$ cat src/rtl/uart_frame_pkg.sv
// Shared types and constants for the UART command framer.
// State encoding, error codes and the default start-of-frame marker.
package uart_frame_pkg;

   typedef enum logic [2:0] {
      StIdle,
      StGetCmd,
      StGetArg,
      StGetChk,
      StHold
   } frame_state_e;

   localparam logic [1:0] ERR_CHK = 2'b01;
   localparam logic [1:0] ERR_OVR = 2'b10;
   localparam logic [1:0] ERR_TMO = 2'b11;

   localparam logic [7:0] SOF_DEFAULT = 8'hAA;

   // Frame check byte: CMD XOR ARG.
   function automatic logic [7:0] frame_chk(input logic [7:0] cmd, input logic [7:0] arg);
      return cmd ^ arg;
   endfunction

endpackage

$ cat src/rtl/uart_frame_timer.sv
// Inter-byte timeout counter for the UART command framer.
// Counts while run is high, clears on clr; expired marks the last counted cycle.
module uart_frame_timer #(
   parameter int unsigned TIMEOUT_CYCLES = 520800
) (
   input  logic clk,
   input  logic rst,
   input  logic clr,
   input  logic run,
   output logic expired
);

   localparam int unsigned CntW = (TIMEOUT_CYCLES > 1) ? $clog2(TIMEOUT_CYCLES) : 1;
   localparam logic [CntW-1:0] CntMax = CntW'(TIMEOUT_CYCLES - 1);

   logic [CntW-1:0] cnt_q, cnt_d;

   assign expired = run && (cnt_q == CntMax);

   // Next count: clear wins, restart after expiry so the next frame starts fresh.
   always_comb begin
      cnt_d = cnt_q;
      if (clr || expired) begin
         cnt_d = '0;
      end else if (run) begin
         cnt_d = cnt_q + CntW'(1);
      end
   end

   // Counter register.
   always_ff @(posedge clk or posedge rst) begin
      if (rst) begin
         cnt_q <= '0;
      end else begin
         cnt_q <= cnt_d;
      end
   end

endmodule

$ cat src/rtl/uart_cmd_framer.sv
// UART command framer: parses SOF, CMD, ARG, CHK frames from a byte stream and
// presents validated commands on a valid/ready handshake.
// Optional inter-byte timeout enabled by defining UART_CMD_TIMEOUT_EN.
module uart_cmd_framer
   import uart_frame_pkg::*;
#(
   parameter int unsigned TIMEOUT_CYCLES = 520800,
   parameter logic [7:0]  SOF_BYTE       = SOF_DEFAULT
) (
   input  logic       clk,
   input  logic       rst,
   input  logic [7:0] rx_data,
   input  logic       rx_valid,
   output logic       cmd_valid,
   input  logic       cmd_ready,
   output logic [7:0] cmd_code,
   output logic [7:0] cmd_arg,
   output logic       err_valid,
   output logic [1:0] err_code
);

   frame_state_e state_q, state_d;
   logic [7:0]   cmd_byte_q, cmd_byte_d;
   logic [7:0]   arg_byte_q, arg_byte_d;
   logic [7:0]   cmd_code_q, cmd_code_d;
   logic [7:0]   cmd_arg_q, cmd_arg_d;
   logic         err_valid_q, err_valid_d;
   logic [1:0]   err_code_q, err_code_d;
   logic         tmo_expired;

`ifdef UART_CMD_TIMEOUT_EN
   logic tmo_run;

   assign tmo_run = (state_q == StGetCmd) || (state_q == StGetArg) || (state_q == StGetChk);

   uart_frame_timer #(
      .TIMEOUT_CYCLES(TIMEOUT_CYCLES)
   ) u_timer (
      .clk     (clk),
      .rst     (rst),
      .clr     (rx_valid),
      .run     (tmo_run),
      .expired (tmo_expired)
   );
`else
   assign tmo_expired = 1'b0;
`endif

   // Parser next-state, byte capture and error generation.
   always_comb begin
      state_d     = state_q;
      cmd_byte_d  = cmd_byte_q;
      arg_byte_d  = arg_byte_q;
      cmd_code_d  = cmd_code_q;
      cmd_arg_d   = cmd_arg_q;
      err_valid_d = 1'b0;
      err_code_d  = err_code_q;

      unique case (state_q)
         StIdle: begin
            if (rx_valid && (rx_data == SOF_BYTE)) begin
               state_d = StGetCmd;
            end
         end
         StGetCmd: begin
            // A byte always beats a simultaneous timeout.
            if (rx_valid) begin
               cmd_byte_d = rx_data;
               state_d    = StGetArg;
            end else if (tmo_expired) begin
               err_valid_d = 1'b1;
               err_code_d  = ERR_TMO;
               state_d     = StIdle;
            end
         end
         StGetArg: begin
            if (rx_valid) begin
               arg_byte_d = rx_data;
               state_d    = StGetChk;
            end else if (tmo_expired) begin
               err_valid_d = 1'b1;
               err_code_d  = ERR_TMO;
               state_d     = StIdle;
            end
         end
         StGetChk: begin
            if (rx_valid) begin
               if (rx_data == frame_chk(cmd_byte_q, arg_byte_q)) begin
                  cmd_code_d = cmd_byte_q;
                  cmd_arg_d  = arg_byte_q;
                  state_d    = StHold;
               end else begin
                  err_valid_d = 1'b1;
                  err_code_d  = ERR_CHK;
                  state_d     = StIdle;
               end
            end else if (tmo_expired) begin
               err_valid_d = 1'b1;
               err_code_d  = ERR_TMO;
               state_d     = StIdle;
            end
         end
         StHold: begin
            // Overrun drops the byte; the held command is untouched.
            if (rx_valid) begin
               err_valid_d = 1'b1;
               err_code_d  = ERR_OVR;
            end
            if (cmd_ready) begin
               state_d = StIdle;
            end
         end
         default: state_d = StIdle;
      endcase
   end

   // State and datapath registers.
   always_ff @(posedge clk or posedge rst) begin
      if (rst) begin
         state_q     <= StIdle;
         cmd_byte_q  <= '0;
         arg_byte_q  <= '0;
         cmd_code_q  <= '0;
         cmd_arg_q   <= '0;
         err_valid_q <= 1'b0;
         err_code_q  <= '0;
      end else begin
         state_q     <= state_d;
         cmd_byte_q  <= cmd_byte_d;
         arg_byte_q  <= arg_byte_d;
         cmd_code_q  <= cmd_code_d;
         cmd_arg_q   <= cmd_arg_d;
         err_valid_q <= err_valid_d;
         err_code_q  <= err_code_d;
      end
   end

   assign cmd_valid = (state_q == StHold);
   assign cmd_code  = cmd_code_q;
   assign cmd_arg   = cmd_arg_q;
   assign err_valid = err_valid_q;
   assign err_code  = err_code_q;

endmodule

$ cat config.mk
export PLATFORM = sky130hd
export DESIGN_NAME = uart_cmd_framer
export DESIGN_NICKNAME = d
export VERILOG_FILES = /design/src/rtl/uart_frame_pkg.sv /design/src/rtl/uart_frame_timer.sv /design/src/rtl/uart_cmd_framer.sv
export SDC_FILE = /design/constraint.sdc
export NUM_CORES = 1
export LEC_CHECK = 0
export BUFFER_PORTS_ARGS = -buffer_cell sky130_fd_sc_hd__buf_4
export CAP_MARGIN = 15
export CORE_MARGIN = 2
export CORE_UTILIZATION = 58
export DETAILED_ROUTE_END_ITERATION = 7
export PLACE_DENSITY = 0.83
export SLEW_MARGIN = 20
export SYNTH_ARGS = -nofsm -noshare
export SYNTH_HDL_FRONTEND = slang
export SYNTH_HIERARCHICAL = 1
export SYNTH_SLANG_ARGS = --single-unit
$ cat constraint.sdc
create_clock -name clk -period 3.25 [get_ports clk]
set_input_delay 0.325 -clock clk [delete_from_list [all_inputs] [get_ports clk]]
set_output_delay 0.325 -clock clk [all_outputs]
set_load 0.005 [all_outputs]
==> flow_summary.toml, run 1 <==
[run_status]
outcome = "finished, violations left"
violations = "design-rule violations"

[detailed_routing]
via_per_inst = 5.646
ant_nets = 0
drc_errors = 1
wire_per_inst_um = 17.26
dr.pass1.iters = 6
vias = 988
drtIter0Drc = 33
wirelength_um = 3020

[synthesis]
ys_warn_count = 6
synth_nets = 119
ys.flop_type = "dfrtp_1"
syn_area_per_cell_um2 = 16.31
synth_cell_type_count = 26
ys_ff_latch = 38
synth_cells = 107
synth_area_mm2 = 0.001745
synth_edf_count = 0
yosysSeqAreaShare_pct = 54.48
synth-async-reset-ratio_pct = 100.0

[sta]
maxSlewViolCount = 0
period_needed_ns = 2.164
rsz0062_at_grt = "false"
fmax_ghz = 0.4621
worst_pin_slew_ns = 0.7357
maxSlewHeadroom_pct = 50.77
setup_violations = 0
hold_viol_final = 0
fin_skew_ns = 0.004931
timing.final.ws_setup_ns = 1.086
fin_tns_setup_ns = 0
whs_ns = 0.04643
post-route-period-util_pct = 66.59

[power_and_ir_drop]
p_leak_nw = 1.065
powerDensity_mw_per_mm2 = 737.9
ir_drop_v = 0.0004474

[placed_design]
globalplace.congestion = 0.7412
numPortBuffers = 31
place_hpwl_um = 2257
pre_cts_ws_ns = 1.081

[global_route]
grt_pass1_vias = 1005
grt_max_degree = 23
overflow = 0
antenna_found_initial = 0
met3_usage_pct = 5.934
met1_usage_pct = 26.54
met2_usage_pct = 30.79
busiest_layer = "met2"
grt_pass1_wl_um = 4933
track_usage_pct = 20.54

[critical_path]
crit_slowest_cell = "dfrtp_1"
r2r_end = "cmd_arg[3]"
arrival_ns = 2.40
critPathMaxFanout = 11
crit_type = "reg2reg"
reg2reg_from = "cmd_byte_q[6]"
regToRegSetupSlack_ns = 1.09
rr_worst_depth = 5
required_ns = 3.49
slowest_delay_ns = 0.41
cp-start-kind = "register"
cp-end-kind = "register"
path_cells = "xnor3_1 > nand4_1 > nor3_4 > buf_4 > mux2_2"

[clocking]
clock-sinks = 38
clk-insertion-delay-late_ns = 0.34
root_buffer = "clkbuf_4"
clk_pin_slew_worst_paths_ns = 0.10
cts_tree = "yes"
h-tree-depth = 2
clk_path_buf_depth = 2
post_cts_buffers = 0
ctsResizeCount = 0
hold_buffers = 0
numCtsBuffers = 5

[die]
core_mm2 = 0.002805
ioPinCount = 32
fp.dieArea_mm2 = 0.003464
die_h_um = 58.86
initial_core_util_pct = 62.22
die_x_um = 58.86
rows = 19

[final_layout]
regArea_um2 = 950.9
final_common_cell = "dfrtp_1"
mostFrequentLayoutCells = "dfrtp_1 (38), buf_4 (33), mux2_2 (23)"
num_antenna_cells = 0
area_growth_pct = 17.99
fillers = 184
multi_input_area_um2 = 759.5
drive_above_1_share_pct = 54.86
nets = 157

[min_path]
holdCritPathClass = "in2async"

[run]
max_cap_viol_count = 0
## per-layer routing
layer	wire (µm)	share of wire (%)	up-vias
met1	1303	43	499
met5	0	0	-
met2	1505	50	23
met4	82	2.7	0
met3	129	4.3	10
li1	-	-	456
## power breakdown
group,leakage (nW),internal [W],switching (W)
Combinational,0.547,0.000378,0.000173
Sequential,0.488,0.000603,0.000126
Clock,0.0302,0.0000974,0.000142
Total,1.06,0.00108,0.000441
## Yosys cell counts, drive strengths merged (2+ instances only)
cell type | n | share of area, %
dfrtp | 38 | 54
mux2 | 32 | 23
xnor3 | 8 | 11
nand2 | 4 | 0.86
inv | 3 | 0.65
a21oi | 2 | 0.57
nand4 | 2 | 1.6
nor2 | 2 | 0.43
nor4bb | 2 | 1.1
## worst max-delay path, delay by kind of cell, from the launching register on
family / cells / cell delay, ns
xor+xnor: 1 / 0.41
buf+inv: 1 / 0.31
flops: 1 / 0.41
simple gates: 2 / 0.56
mux: 1 / 0.36
## flip-flops by register name (all words and copies together), names as in the netlist
register / count
cmd_code: 8
cmd_byte_q: 8
cmd_arg: 8
state_q: 3
err_code: 2
err_valid: 1
arg_byte_q: 8
## final cells by class
type | count | area share (%)
inverters | 3 | 0.5468
clock buffers | 6 | 2.491
well taps | 31 | 1.883
multi-input cells | 64 | 36.88
repair buffers | 33 | 12.03
flip-flops and latches | 38 | 46.17
## worst max path at each step
stage | startpoint | end | slack (ns) | cells after the start
after global routing | cmd_byte_q[6] | cmd_arg[3] | 1.01 | 5
after detailed placement | cmd_byte_q[6] | cmd_arg[3] | 1.08 | 5
after floorplan | cmd_byte_q[3] | cmd_arg[0] | 1.41 | 5
after CTS | cmd_byte_q[6] | cmd_arg[3] | 1.09 | 5
after global placement | cmd_byte_q[3] | cmd_arg[7] | 1.19 | 5
final | cmd_byte_q[6] | cmd_arg[3] | 1.09 | 5
## kinds of logic (layout without fill, tap and decap cells)
logic type / after synthesis / after routing / share of synthesized area, %
AO/OA/AOI/OAI: 6 / 6 / 2.438
buffers and inverters: 5 / 42 / 2.007
XOR/XNOR: 9 / 9 / 11.11
multiplexers: 32 / 32 / 22.58
AND/OR/NAND/NOR: 17 / 17 / 7.384
flip-flops: 38 / 38 / 54.48
## per-stage QoR
step                power [W]  area, µm²  util (%)  cells
floorplan            0.001163       1745         -    107
global placement     0.001262       2008     71.59    169
detailed placement   0.001296       2008     71.59    169
CTS                  0.001529       2059     73.42    175
global route         0.001603       2059     73.42    175
finish               0.001520       2059     73.42    175
Note: power is estimated with default switching activity, not from simulation.
==> run 2: changes to the inputs <==
- CORE_UTILIZATION: 58 -> 54
- PLACE_DENSITY: 0.83 -> 0.78
- clock period: 3.25 -> 2 ns (I/O delays scaled with it)
==> flow_summary.toml, run 2 (synthesized netlist as in run 1, its figures left out) <==
[run_status]
outcome = "completed"

[critical_path]
crit_type = "reg2reg"
cp-end-kind = "register"
cp-start-kind = "register"
critPathMaxFanout = 8
rr_worst_depth = 5
arrival_ns = 2.08
required_ns = 2.24

[sta]
hold_viol_final = 0
fin_skew_ns = 0.01211
rsz0062_at_grt = "false"
setup_violations = 0
whs_ns = 0.1054
worst_pin_slew_ns = 0.4816
fin_tns_setup_ns = 0
period_needed_ns = 1.841
maxSlewViolCount = 0
fmax_ghz = 0.5433
maxSlewHeadroom_pct = 67.82
post-route-period-util_pct = 92.03

[power_and_ir_drop]
power_frac_comb_pct = 33.2
p_leak_nw = 1.113
powerDensity_mw_per_mm2 = 1271
ir_drop_v = 0.0009924
clkPwrFrac_pct = 24.5
p_sw_share_pct = 26.37
seqPwrFrac_pct = 42.3
netSwitchingPower_w = 0.0007265
intPower_w = 0.002029

[clocking]
post_cts_buffers = 0
ctsResizeCount = 0
clk-insertion-delay-late_ns = 0.35
root_buffer = "clkbuf_4"
clk_pin_slew_worst_paths_ns = 0.12
numCtsBuffers = 5
cts_tree = "yes"
clk_path_buf_depth = 2
h-tree-depth = 2
clock-sinks = 38

[final_layout]
drive_above_1_share_pct = 56.00
fin_cells = 194
num_antenna_cells = 0
area_growth_pct = 24.23
fillers = 233
mostFrequentLayoutCells = "dfrtp_1 (38), buf_4 (36), mux2_2 (23)"
multi_input_area_um2 = 759.5
nets = 161
regArea_um2 = 950.9
final_common_cell = "dfrtp_1"

[detailed_routing]
dr.pass1.iters = 3
drtIter0Drc = 16
ant_nets = 0
drc_errors = 0
wire_per_inst_um = 15.40
wirelength_um = 2988
vias = 1001
via_per_inst = 5.160

[min_path]
hold_depth = 2
holdCritPathClass = "in2reg"

[global_route]
grt_max_degree = 39
track_usage_pct = 19.76
grt_pass1_vias = 1092
overflow = 0
antenna_found_initial = 0
grt_pass1_wl_um = 5099

[die]
fp.dieArea_mm2 = 0.003703
rows = 20
die_h_um = 60.86
die_x_um = 60.86
ioPinCount = 32
initial_core_util_pct = 57.17
core_mm2 = 0.003053

[placed_design]
numPortBuffers = 31
dp_cells = 185
globalplace.congestion = 0.8133
place_hpwl_um = 2152

[run]
max_cap_viol_count = 0
==> run 2: area by class of cell <==
type,count,share of cell area (%)
inverter,3,0.5193
clock buffer,6,2.366
multi-input combinational,64,35.03
tap,44,2.539
sequential,38,43.85
clock inverter,2,2.770
timing repair buffer,37,12.93
==> run 2: power by group through the flow <==
stage                     combinational, W  clock (W)  sequential, W
final                             0.000914   0.000675        0.00117
after global placement            0.000888          0        0.00117
after detailed placement          0.000907          0        0.00119
after floorplan                   0.000752          0        0.00114
after global routing              0.000988   0.000722        0.00120
after CTS                         0.000925   0.000694        0.00117
==> run 2: path summary, 6_finish.rpt <==
kind,slack [ns],from,endpoint
hold / removal,0.11,rx_data[2],cmd_byte_q[2]
setup reg to reg,0.16,cmd_byte_q[3],cmd_code[0]
min in group asynchronous,0.50,rst,cmd_arg[1]
max in group asynchronous,1.17,rst,cmd_code[3]
setup / recovery,0.16,cmd_byte_q[3],cmd_code[0]
hold reg to reg,0.50,state_q[2],state_q[1]
==> run 2: critical path: stages (launching register included) <==
cell and delay, ns:
dfrtp_1 0.41, xnor3_2 0.44, nand4_4 0.13, nor3_4 0.18, buf_4 0.22, mux2_2 0.35
==> run 2: timing repair <==
item	in CTS	in global routing
setup endpoints to repair	0	0
hold buffers	1	0
endpoints found under the hold margin	38	0
==> run 2: stage by stage <==
step	worst slack (ns)	util (%)	power [W]	cell area [µm²]
final	0.1594	71.02	0.002756	2168
after CTS	0.1430	71.02	0.002789	2168
after global placement	0.2112	67.05	0.002055	2047
after floorplan	0.1562	-	0.001890	1745
after global routing	0.06901	71.02	0.002911	2168
after detailed placement	0.1889	67.05	0.002093	2047
==> run 2: layer usage <==
metal | vias to the layer above | track usage (%) | part of all wire, %
li1 | 470 | - | -
met1 | 503 | 25.25 | 44
met2 | 21 | 31.49 | 49
met3 | 7 | 6.610 | 4.6
met4 | 0 | 7.453 | 1.8
met5 | - | 0 | 0
==> run 3: changes to the inputs <==
- PLACE_DENSITY: 0.78 -> default
- PLACE_DENSITY_LB_ADDON: default -> 0.08
==> flow_summary.toml, run 3 (synthesized netlist as in run 1, its figures left out) <==
[clocking]
root_buffer = "clkbuf_4"
cts_tree = "yes"
h-tree-depth = 2
numCtsBuffers = 5
clk_pin_slew_worst_paths_ns = 0.13
clk-insertion-delay-late_ns = 0.36
clk_path_buf_depth = 2
clock-sinks = 38
post_cts_buffers = 0

[sta]
hold_viol_final = 0
maxSlewViolCount = 0
fin_tns_setup_ns = 0
period_needed_ns = 1.844
whs_ns = 0.08969
maxSlewHeadroom_pct = 68.52
post-route-period-util_pct = 92.21
fmax_ghz = 0.5423
fin_skew_ns = 0.02290
setup_violations = 0
worst_pin_slew_ns = 0.4722
rsz0062_at_grt = "false"

[global_route]
antenna_found_initial = 0
track_usage_pct = 18.93
grt_pass1_wl_um = 4836
overflow = 0
grt_pass1_vias = 1053
grt_max_degree = 39

[detailed_routing]
via_per_inst = 5.196
wirelength_um = 3148
ant_nets = 0
wire_per_inst_um = 16.23
dr.pass1.iters = 2
drtIter0Drc = 23
drc_errors = 0
vias = 1008

[die]
fp.dieArea_mm2 = 0.003703
ioPinCount = 32
rows = 20
die_h_um = 60.86
die_x_um = 60.86
core_mm2 = 0.003053
initial_core_util_pct = 57.17

[final_layout]
final_common_cell = "dfrtp_1"
num_antenna_cells = 0
fillers = 224
drive_above_1_share_pct = 56.00
area_growth_pct = 22.29
nets = 161
mostFrequentLayoutCells = "dfrtp_1 (38), buf_4 (36), mux2_2 (23)"

[critical_path]
cp-end-kind = "register"
required_ns = 2.24
cp-start-kind = "register"
crit_path_start = "cmd_byte_q[3]"
crit_type = "reg2reg"
reg2reg_from = "cmd_byte_q[3]"
arrival_ns = 2.08
critPathMaxFanout = 6

[run]
max_cap_viol_count = 0

[placed_design]
numPortBuffers = 31
place_hpwl_um = 2263
globalplace.congestion = 0.7707

[power_and_ir_drop]
powerDensity_mw_per_mm2 = 1220
ir_drop_v = 0.0008331
p_leak_nw = 1.100

[run_status]
outcome = "completed"

[min_path]
min_from = "rx_data[1]"
holdCritPathClass = "in2reg"
==> run 3: changes by cell type in the layout (fill, tap and decap cells not counted), sizes merged <==
cell and change:
bufinv -1, clkinv +2, clkbuf -1
==> run 3: worst max-delay path, cell delays in order (launching register included) <==
cell and delay [ns]:
dfrtp_1 0.42, xnor3_2 0.42, nand4_4 0.12, nor3_4 0.20, buf_4 0.21, mux2_2 0.34
==> run 3: layout make-up <==
type	count	area, µm²	share of cell area [%]
flip-flops and latches	38	950.9	44.55
multi-input cells	64	759.5	35.58
repair buffers	37	280.3	13.13
well taps	44	55.05	2.579
clock inverters	3	40.04	1.876
clock buffers	5	37.54	1.758
inverters	3	11.26	0.5275
==> run 3: path summary, 6_finish.rpt <==
| path | to | slack, ns | depth (start not counted) |
|---|---|---|---|
| setup / recovery | cmd_arg[3] | 0.16 | 5 |
| hold / removal | cmd_byte_q[1] | 0.09 | 2 |
| setup reg to reg | cmd_arg[3] | 0.16 | 5 |
| hold reg to reg | state_q[1] | 0.49 | 1 |
| max in group asynchronous | state_q[0] | 1.15 | 4 |
| min in group asynchronous | cmd_arg[6] | 0.49 | 4 |
==> run 3: repair_timing <==
item,4_1_cts,5_1_grt
hold buffers,1,0
endpoints found under the hold margin,38,0
resized for setup,0,0
==> run 3: power breakdown <==
group / switching, W / internal, W / leakage [nW]
registers: 0.000201 / 0.000979 / 0.488
logic: 0.000280 / 0.000620 / 0.567
clock network: 0.000265 / 0.000259 / 0.0450
total: 0.000746 / 0.00186 / 1.10
==> run 3: metal layers <==
layer | wire length [µm] | share of wire [%] | track usage, % | up-vias
met3 | 160 | 5.1 | 5.970 | 6
met5 | 0 | 0 | 0 | -
met4 | 61 | 1.9 | 8.696 | 0
met2 | 1583 | 50 | 31.03 | 22
li1 | - | - | - | 463
met1 | 1344 | 43 | 22.91 | 517
==> run 3: stage by stage <==
step | instance area, µm² | total power (W) | worst slack, ns | utilization [%] | instances
4_1_cts | 2135 | 0.002626 | 0.1484 | 69.92 | 194
2_1_floorplan | 1745 | 0.001890 | 0.1562 | - | 107
3_5_place_dp | 2047 | 0.002104 | 0.1871 | 67.05 | 185
6_report | 2135 | 0.002604 | 0.1559 | 69.92 | 194
3_3_place_gp | 2047 | 0.002063 | 0.2000 | 67.05 | 185
5_1_grt | 2135 | 0.002736 | 0.07948 | 69.92 | 194
